File: config.mk
export PLATFORM = sky130hd
export DESIGN_NAME = mcycle_ctrl
export DESIGN_NICKNAME = d
export VERILOG_FILES = /design/src/rtl/mcycle_ctrl.sv
export SDC_FILE = /design/constraint.sdc
export NUM_CORES = 1
export LEC_CHECK = 0
export CORE_ASPECT_RATIO = 0.7
export CORE_UTILIZATION = 38
export DETAILED_ROUTE_END_ITERATION = 10
export GPL_TIMING_DRIVEN = 0
export HOLD_SLACK_MARGIN = 0.03
export PLACE_DENSITY = 0.86
export SETUP_SLACK_MARGIN = 0.3
export SYNTH_ARGS = -nofsm -noshare
export SYNTH_HDL_FRONTEND = slang
export SYNTH_SLANG_ARGS = --single-unit
File: constraint.sdc
create_clock -name clk -period 1.9 [get_ports clk]
set_input_delay 0.38 -clock clk [delete_from_list [all_inputs] [get_ports clk]]
set_output_delay 0.38 -clock clk [all_outputs]
set_load 0.02 [all_outputs]
File: src/rtl/mcycle_ctrl.sv
// mcycle_ctrl: multi-cycle control FSM for a MIPS subset (IF/ID/EX/MEM/WB, plus ERR trap).
// Optional feature: define MCTRL_ILLEGAL_DET_EN to trap illegal opcodes in a sticky ERR state.
module mcycle_ctrl (
  input  logic        clk,
  input  logic        rst,
  input  logic [31:0] instruction,
  input  logic        mem_ready,
  output logic [3:0]  ALUctr,
  output logic [1:0]  ExtOp,
  output logic        ALUsrc,
  output logic        RegDst,
  output logic        jump,
  output logic        Branch,
  output logic        MemtoReg,
  output logic        MemWr,
  output logic        RegWr,
  output logic        PCWr,
  output logic        IRWr,
  output logic [2:0]  state,
  output logic        illegal
);

  typedef enum logic [2:0] {
    S_IF  = 3'b000,
    S_ID  = 3'b001,
    S_EX  = 3'b010,
    S_MEM = 3'b011,
    S_WB  = 3'b100,
    S_ERR = 3'b111
  } state_e;

  localparam logic [5:0] OP_RTYPE = 6'b000000;
  localparam logic [5:0] OP_ORI   = 6'b001101;
  localparam logic [5:0] OP_LUI   = 6'b001111;
  localparam logic [5:0] OP_LW    = 6'b100011;
  localparam logic [5:0] OP_SW    = 6'b101011;
  localparam logic [5:0] OP_BEQ   = 6'b000100;
  localparam logic [5:0] OP_J     = 6'b000010;

  localparam logic [5:0] FN_ADDU = 6'b100001;
  localparam logic [5:0] FN_SUBU = 6'b100011;
  localparam logic [5:0] FN_AND  = 6'b100100;
  localparam logic [5:0] FN_OR   = 6'b100101;
  localparam logic [5:0] FN_SLT  = 6'b101010;

  localparam logic [3:0] ALU_ADDU = 4'b0000;
  localparam logic [3:0] ALU_SUBU = 4'b0001;
  localparam logic [3:0] ALU_AND  = 4'b0010;
  localparam logic [3:0] ALU_OR   = 4'b0011;
  localparam logic [3:0] ALU_SLT  = 4'b0100;
  localparam logic [3:0] ALU_LUI  = 4'b0101;

  localparam logic [1:0] EXT_ZERO  = 2'b00;
  localparam logic [1:0] EXT_SIGN  = 2'b01;
  localparam logic [1:0] EXT_UPPER = 2'b10;

  state_e     state_q, state_d;
  logic [5:0] opcode_q, opcode_d;
  logic [5:0] funct_q, funct_d;
  logic [5:0] liveOp, liveFn;
  logic       liveLegal;
  logic       unused_instr_bits;

  function automatic logic isLegal(input logic [5:0] op, input logic [5:0] fn);
    case (op)
      OP_RTYPE: isLegal = (fn == FN_ADDU) || (fn == FN_SUBU) || (fn == FN_AND) ||
                          (fn == FN_OR) || (fn == FN_SLT);
      OP_ORI, OP_LUI, OP_LW, OP_SW, OP_BEQ, OP_J: isLegal = 1'b1;
      default:  isLegal = 1'b0;
    endcase
  endfunction

  function automatic logic [3:0] rtypeAlu(input logic [5:0] fn);
    case (fn)
      FN_SUBU: rtypeAlu = ALU_SUBU;
      FN_AND:  rtypeAlu = ALU_AND;
      FN_OR:   rtypeAlu = ALU_OR;
      FN_SLT:  rtypeAlu = ALU_SLT;
      default: rtypeAlu = ALU_ADDU;
    endcase
  endfunction

  // ID decides from the live IR word; EX onwards only looks at the latched copy.
  assign liveOp            = instruction[31:26];
  assign liveFn            = instruction[5:0];
  assign liveLegal         = isLegal(liveOp, liveFn);
  assign unused_instr_bits = ^instruction[25:6];

  always_ff @(posedge clk) begin
    if (rst) begin
      state_q  <= S_IF;
      opcode_q <= '0;
      funct_q  <= '0;
    end else begin
      state_q  <= state_d;
      opcode_q <= opcode_d;
      funct_q  <= funct_d;
    end
  end

`ifdef MCTRL_ILLEGAL_DET_EN
  logic illegal_q;

  always_ff @(posedge clk) begin
    if (rst) begin
      illegal_q <= 1'b0;
    end else if (state_q == S_ID && !liveLegal) begin
      illegal_q <= 1'b1;
    end
  end

  assign illegal = illegal_q;
`else
  assign illegal = 1'b0;
`endif

  always_comb begin
    state_d  = S_IF;
    opcode_d = opcode_q;
    funct_d  = funct_q;
    case (state_q)
      S_IF: state_d = mem_ready ? S_ID : S_IF;
      S_ID: begin
        opcode_d = liveOp;
        funct_d  = liveFn;
        if (!liveLegal) begin
`ifdef MCTRL_ILLEGAL_DET_EN
          state_d = S_ERR;
`else
          state_d = S_IF;
`endif
        end else if (liveOp == OP_J) begin
          state_d = S_IF;
        end else begin
          state_d = S_EX;
        end
      end
      S_EX: begin
        if (opcode_q == OP_LW || opcode_q == OP_SW) state_d = S_MEM;
        else if (opcode_q == OP_BEQ)                state_d = S_IF;
        else                                        state_d = S_WB;
      end
      S_MEM: begin
        if (!mem_ready)              state_d = S_MEM;
        else if (opcode_q == OP_LW)  state_d = S_WB;
        else                         state_d = S_IF;
      end
      S_WB:    state_d = S_IF;
      S_ERR:   state_d = S_ERR;
      default: state_d = S_IF;
    endcase
  end

  // Write strobes are forced low while rst is high so a reset never leaves a partial write.
  always_comb begin
    ALUctr   = ALU_ADDU;
    ExtOp    = EXT_ZERO;
    ALUsrc   = 1'b0;
    RegDst   = 1'b0;
    jump     = 1'b0;
    Branch   = 1'b0;
    MemtoReg = 1'b0;
    MemWr    = 1'b0;
    RegWr    = 1'b0;
    PCWr     = 1'b0;
    IRWr     = 1'b0;
    case (state_q)
      S_IF: begin
        IRWr = mem_ready;
        PCWr = mem_ready;
      end
      S_ID: begin
        if (liveOp == OP_J) begin
          jump = 1'b1;
          PCWr = 1'b1;
        end
      end
      S_EX: begin
        case (opcode_q)
          OP_RTYPE: ALUctr = rtypeAlu(funct_q);
          OP_ORI: begin
            ALUsrc = 1'b1;
            ExtOp  = EXT_ZERO;
            ALUctr = ALU_OR;
          end
          OP_LUI: begin
            ALUsrc = 1'b1;
            ExtOp  = EXT_UPPER;
            ALUctr = ALU_LUI;
          end
          OP_LW, OP_SW: begin
            ALUsrc = 1'b1;
            ExtOp  = EXT_SIGN;
            ALUctr = ALU_ADDU;
          end
          OP_BEQ: begin
            ExtOp  = EXT_SIGN;
            ALUctr = ALU_SUBU;
            Branch = 1'b1;
            PCWr   = 1'b1;
          end
          default: ;
        endcase
      end
      S_MEM: begin
        ALUsrc = 1'b1;
        ExtOp  = EXT_SIGN;
        ALUctr = ALU_ADDU;
        MemWr  = (opcode_q == OP_SW) && mem_ready;
      end
      S_WB: begin
        RegWr    = 1'b1;
        RegDst   = (opcode_q == OP_RTYPE);
        MemtoReg = (opcode_q == OP_LW);
      end
      default: ;
    endcase
    if (rst) begin
      MemWr = 1'b0;
      RegWr = 1'b0;
      PCWr  = 1'b0;
      IRWr  = 1'b0;
    end
  end

  assign state = state_q;

endmodule

Yosys cells after proc, flatten, opt, wreduce, memory -nomap -nowiden. Index checks and enable logic that the tools add are counted. W data, S select, Z words.

Bits in registers: 15. Bits of input ports: 35. Output and inout port bits: 19. Word-level logic and storage cells: 70.

Equality and inequality tests: 25. Muxes and demuxes: 30. Reductions and logical operators: 12.

Operator list (number): $eq A6 B6 Y1 const B (13); $eq A6 B4 Y1 const B (4); $pmux W3 S4 (2); $mux W1 (15); $mux W3 (5); $pmux W3 S5 (1); $eq A6 B3 Y1 const B (2); $logic_not A6 Y1 (2); $pmux W2 S2 (2); $eq A3 B2 Y1 const B (2); $eq A3 B3 Y1 const B (2); $eq A6 B2 Y1 const B (1); $reduce_or A6 Y1 (1); $logic_or A1 B1 Y1 (5); $mux W2 (2); $pmux W1 S2 (2); $reduce_or A4 Y1 (1); $eq A3 B1 Y1 const B (1); $logic_not A3 Y1 (1); $pmux W1 S3 (1); $reduce_or A3 Y1 (1); $logic_and A1 B1 Y1 (1).

Logic depth before layout (Yosys ltp).
Depth after elaboration: 8. Depth in mapped cells: 6. Depth with buffers taken out: 5.

Worst setup path before layout. Ideal clock, no wire load.

Kind: register to output. Start: register opcode_q[0]. End: output port MemWr. Arrival time: 1673 ps. Required time: 1520 ps. Path slack: -153 ps. Stages on the path, launching flop included: 5. Buffers on the path: 1. Cells stage by stage: dfxtp_1 nand2_1 or4b_1 buf_2 nor4_1.

Longest elaborated chain between the ends: 4.

RTL lines: start: declaration (RTL line 58) `logic [5:0] opcode_q, opcode_d;`; start signal: assignment (RTL line 96) `opcode_q <= opcode_d;`; $eq A6 B6 Y1 (RTL line 209) `MemWr = (opcode_q == OP_SW) && mem_ready;`; $logic_and A1 B1 Y1 (RTL line 209); $mux W1 (RTL line 167) `case (state_q)`; $mux W1 (RTL line 218) `if (rst) begin`; end: declaration (RTL line 15) `output logic MemWr,`.

No other way between the ends.

Worst setup path after layout.
Start: register opcode_q[3]. End: output port ALUctr[0].

Longest elaborated chain between the ends: 3. Elaborated cells on any way between the ends: 6. Those cells by class: eq/ne: 3; mux: 2; reduce/logical: 1.

RTL lines: $eq A6 B3 Y1 (tied with other cells) (RTL line 179) `case (opcode_q)`; $pmux W3 S4 * (RTL line 179); $mux W3 * (RTL line 167); end: declaration (RTL line 8) `output logic [3:0] ALUctr,`.

Mark *: on every way between the ends. The rest lies on a longest branch, timed or not.

==> results.py <==
metrics = {
    "worst_setup_path": {
        "required_arrival_time_at_the_worst_endpoint_ns": 1.52,
        "startpoint": "opcode_q[3]$_SDFFE_PP0N_",
        "path_max_fanout": 4,
        "cp-start-kind": "flop",
        "setup.worst_path.end_class": "output port",
        "reg2reg_from": "opcode_q[5]$_SDFFE_PP0N_",
        "timing.setup.critical_path_class": "flop to output port",
        "r2r_slack_ns": 0.18,
        "cp_data_arrival_time_ns": 2.03,
    },
    "drt": {
        "routedWlPerCell_um": 20.2,
        "vias": 1441,
        "drtAntennaViolNets": 0,
        "detail_route.first_pass.iterations": 5,
        "post-route-drc-count": 0,
        "drt-total-wl_um": 4590,
        "drtIter0Drc": 146,
        "route.detailed.vias_per_inst": 6.35,
    },
    "clocking": {
        "cts_max_path_buffers": 2,
        "tritoncts": "yes",
        "cts.sink_count": 15,
        "cts_htree_levels": 1,
        "cts.clk_slew.worst_paths_ns": 0.09,
        "cts_inserted_buffers": 3,
        "clock_tree.root_cell": "sky130_fd_sc_hd__clkbuf_4",
        "worstSkewPairLatency_ns": 0.31,
    },
    "placement": {
        "gp_routability_congestion": 0.879,
        "io_buffer_count": 31,
        "placedCellCount": 199,
        "dpl.hpwl_um": 2180,
    },
    "yosys": {
        "post-synth-top-area-fraction_pct": 30.9,
        "yosysUniqueCellTypes": 37,
        "cells_after_synthesis": 135,
        "seq_area_frac_synth_pct": 30.9,
        "yosys_warnings": 0,
        "netlist_area_um2": 971,
        "synth.largest_area_cell": "sky130_fd_sc_hd__dfxtp_1",
        "netlist_top_cells_area": "sky130_fd_sc_hd__dfxtp_1, sky130_fd_sc_hd__a21oi_1, sky130_fd_sc_hd__nand2_1",
        "avg_cell_area_syn_um2": 7.19,
        "yosys_register_bits": 15,
    },
    "die": {
        "initial_core_util_pct": 42.6,
        "design.core.area_um2": 2280,
        "num_io_pins": 54,
        "fp.dieH_um": 44.3,
        "die_area_um2": 2760,
        "floorplan.rows": 14,
        "die_w_um": 62.4,
    },
    "pwr": {
        "total_power_w": 0.000785,
        "pwr_density_cell_nw_per_um2": 433,
        "worst_ir_drop_vdd_v": 0.000395,
        "p_leak_nw": 0.714,
    },
    "timing": {
        "slew_headroom_pct": 64.2,
        "finalHoldViolCount": 0,
        "unrepaired_setup_endpoints_after_global_routing": "yes",
        "setup_viol": 9,
        "min_period_ns": 2.41,
        "final_max_slew_viol_count": 0,
        "layout_worst_path_cycle_share_pct": 127,
        "worst_slew_pin_slew_ns": 0.538,
        "setup_slack_ns": -0.508,
        "hold_slack_ns": 0.321,
        "max_freq_mhz": 415,
        "clock-skew-final_ns": 0.0130,
    },
    "final_layout": {
        "n_antenna_cell": 0,
        "final.fill_count": 141,
        "final_cell_count_no_fill": 227,
        "finalNetCount": 231,
        "layout-drive-gt1-share_pct": 51.3,
        "area_delta_synth_final_pct": 87.0,
    },
    "global_route": {
        "globalRouteOverflowTotal": 0,
        "globalRouteTotalUtil_pct": 28.1,
        "grt_pass1_wl_um": 5890,
        "via_count_of_the_first_global_routing_pass": 1225,
        "grt_start_max_net_pins": 11,
        "number_of_antenna_violations_at_the_first_check_in_global_routing": 0,
    },
    "flow_run": {
        "maxCapViolCount": 0,
    },
    "run_status": {
        "run_status": "finished with violations",
        "failing_checks": "setup timing",
    },
    "worst_hold_path": {
        "worstHoldStart": "instruction[28]",
        "hold_class": "primary input to flop",
    },
}
## cell usage in the layout (no fill, tap or decap), drive strengths merged, types with 5 or more instances in the layout
| cell type | instances |
|---|---|
| nand2 | 20 |
| clkbuf | 10 |
| a21oi | 15 |
| o21ai | 14 |
| nor3 | 6 |
| clkdlybuf4s50 | 8 |
| dlygate4sd2 | 5 |
| buf | 47 |
| nand2b | 6 |
| nor2 | 11 |
| dfxtp | 15 |
## critical path, cell delays in order, from the launching register on
cell and delay (ns):
sky130_fd_sc_hd__dfxtp_4 0.38, sky130_fd_sc_hd__nor3_4 0.23, sky130_fd_sc_hd__nand3b_1 0.19, sky130_fd_sc_hd__nor3b_2 0.29
sky130_fd_sc_hd__buf_4 0.16, sky130_fd_sc_hd__nand4b_1 0.11, sky130_fd_sc_hd__a31oi_2 0.20, sky130_fd_sc_hd__buf_4 0.16
## per-stage QoR
step / setup TNS [ns] / instance area [um2] / worst slack, ns / util [%]
3_5_place_dp: -6.01 / 1400 / -1.10 / 61.6
3_3_place_gp: -5.38 / 1400 / -1.07 / 61.6
2_1_floorplan: 0 / 1050 / 0.0321 / -
6_report: -2.66 / 1820 / -0.508 / 79.7
5_1_grt: -3.04 / 1820 / -0.556 / 79.7
4_1_cts: -1.53 / 1670 / -0.320 / 73.4
## final timing paths
check | depth (start not counted) | to
max | 7 | ALUctr[0]
min | 3 | opcode_q[2]$_SDFFE_PP0N_
max reg2reg | 7 | state[0]$_SDFF_PP0_
min reg2reg | 2 | funct_q[4]$_SDFFE_PP0N_
## final cells by class
class / instances / area [um2] / share of cell area [%]
plain buffers: 11 / 111 / 6.13
clock buffers: 4 / 26.3 / 1.45
inverters: 4 / 15.0 / 0.827
multi-input cells: 106 / 823 / 45.3
flip-flops and latches: 15 / 320 / 17.6
well taps: 32 / 40.0 / 2.21
repair buffers: 55 / 479 / 26.4
## synth_stat cells
library cell,count
sky130_fd_sc_hd__o31a_1,1
sky130_fd_sc_hd__a31oi_1,4
sky130_fd_sc_hd__dfxtp_1,15
sky130_fd_sc_hd__nand4b_1,1
sky130_fd_sc_hd__nand4bb_1,1
sky130_fd_sc_hd__nand4_1,2
sky130_fd_sc_hd__nor2_1,11
sky130_fd_sc_hd__nand3_1,2
sky130_fd_sc_hd__o21ai_0,13
sky130_fd_sc_hd__xor2_1,1
sky130_fd_sc_hd__nor4_1,2
sky130_fd_sc_hd__o31ai_1,1
sky130_fd_sc_hd__conb_1,1
sky130_fd_sc_hd__buf_4,4
sky130_fd_sc_hd__nor3b_1,1
sky130_fd_sc_hd__a31o_2,1
sky130_fd_sc_hd__nand2b_1,6
sky130_fd_sc_hd__o21ai_2,1
sky130_fd_sc_hd__a21oi_1,15
sky130_fd_sc_hd__o31ai_2,1
sky130_fd_sc_hd__a2bb2oi_1,2
sky130_fd_sc_hd__mux2_2,1
sky130_fd_sc_hd__and4bb_2,1
sky130_fd_sc_hd__or4b_1,1
sky130_fd_sc_hd__mux2i_1,1
sky130_fd_sc_hd__a211oi_2,1
sky130_fd_sc_hd__nor3_1,6
sky130_fd_sc_hd__and4_1,1
sky130_fd_sc_hd__nor4bb_1,1
sky130_fd_sc_hd__and3_1,1
sky130_fd_sc_hd__clkbuf_1,6
sky130_fd_sc_hd__inv_1,4
sky130_fd_sc_hd__nand2_1,20
sky130_fd_sc_hd__buf_2,1
sky130_fd_sc_hd__or4_1,1
sky130_fd_sc_hd__o22ai_1,1
sky130_fd_sc_hd__nand3b_1,2
## power by group
| part | switching (W) | internal [W] |
|---|---|---|
| combinational | 0.000124 | 0.000114 |
| clock | 0.000120 | 0.0000821 |
| sequential | 0.0000192 | 0.000326 |
## layer usage
metal	vias up	GRT usage, %	wire length (um)
li1	607	-	-
met1	661	32.1	1710
met2	125	52.2	2040
met3	48	6.44	477
met4	0	11.2	359
met5	-	0	0
## flip-flops by register name (all words and copies together), names as in the netlist
name	cells
funct_q	6
opcode_q	6
state	3
## cell families (layout without fill, tap and decap cells)
logic type             after synthesis  count (layout)  share of synthesized area, %
AO/OA/AOI/OAI                       41              41                          25.5
XOR/XNOR                             1               1                         0.902
buffers and inverters               15              74                          7.47
flip-flops                          15              15                          30.9
multiplexers                         2               2                          2.19
other                                1               2                         0.386
AND/OR/NAND/NOR                     60              60                          32.6
## what timing repair did
item / CTS / global route
setup endpoints to repair: 18 / 26
buffers inserted: 18 / 6
gates resized for setup: 136 / 30
pin swaps: 19 / 7
hold buffers: 0 / 0
(Power assumes the default switching activity.)
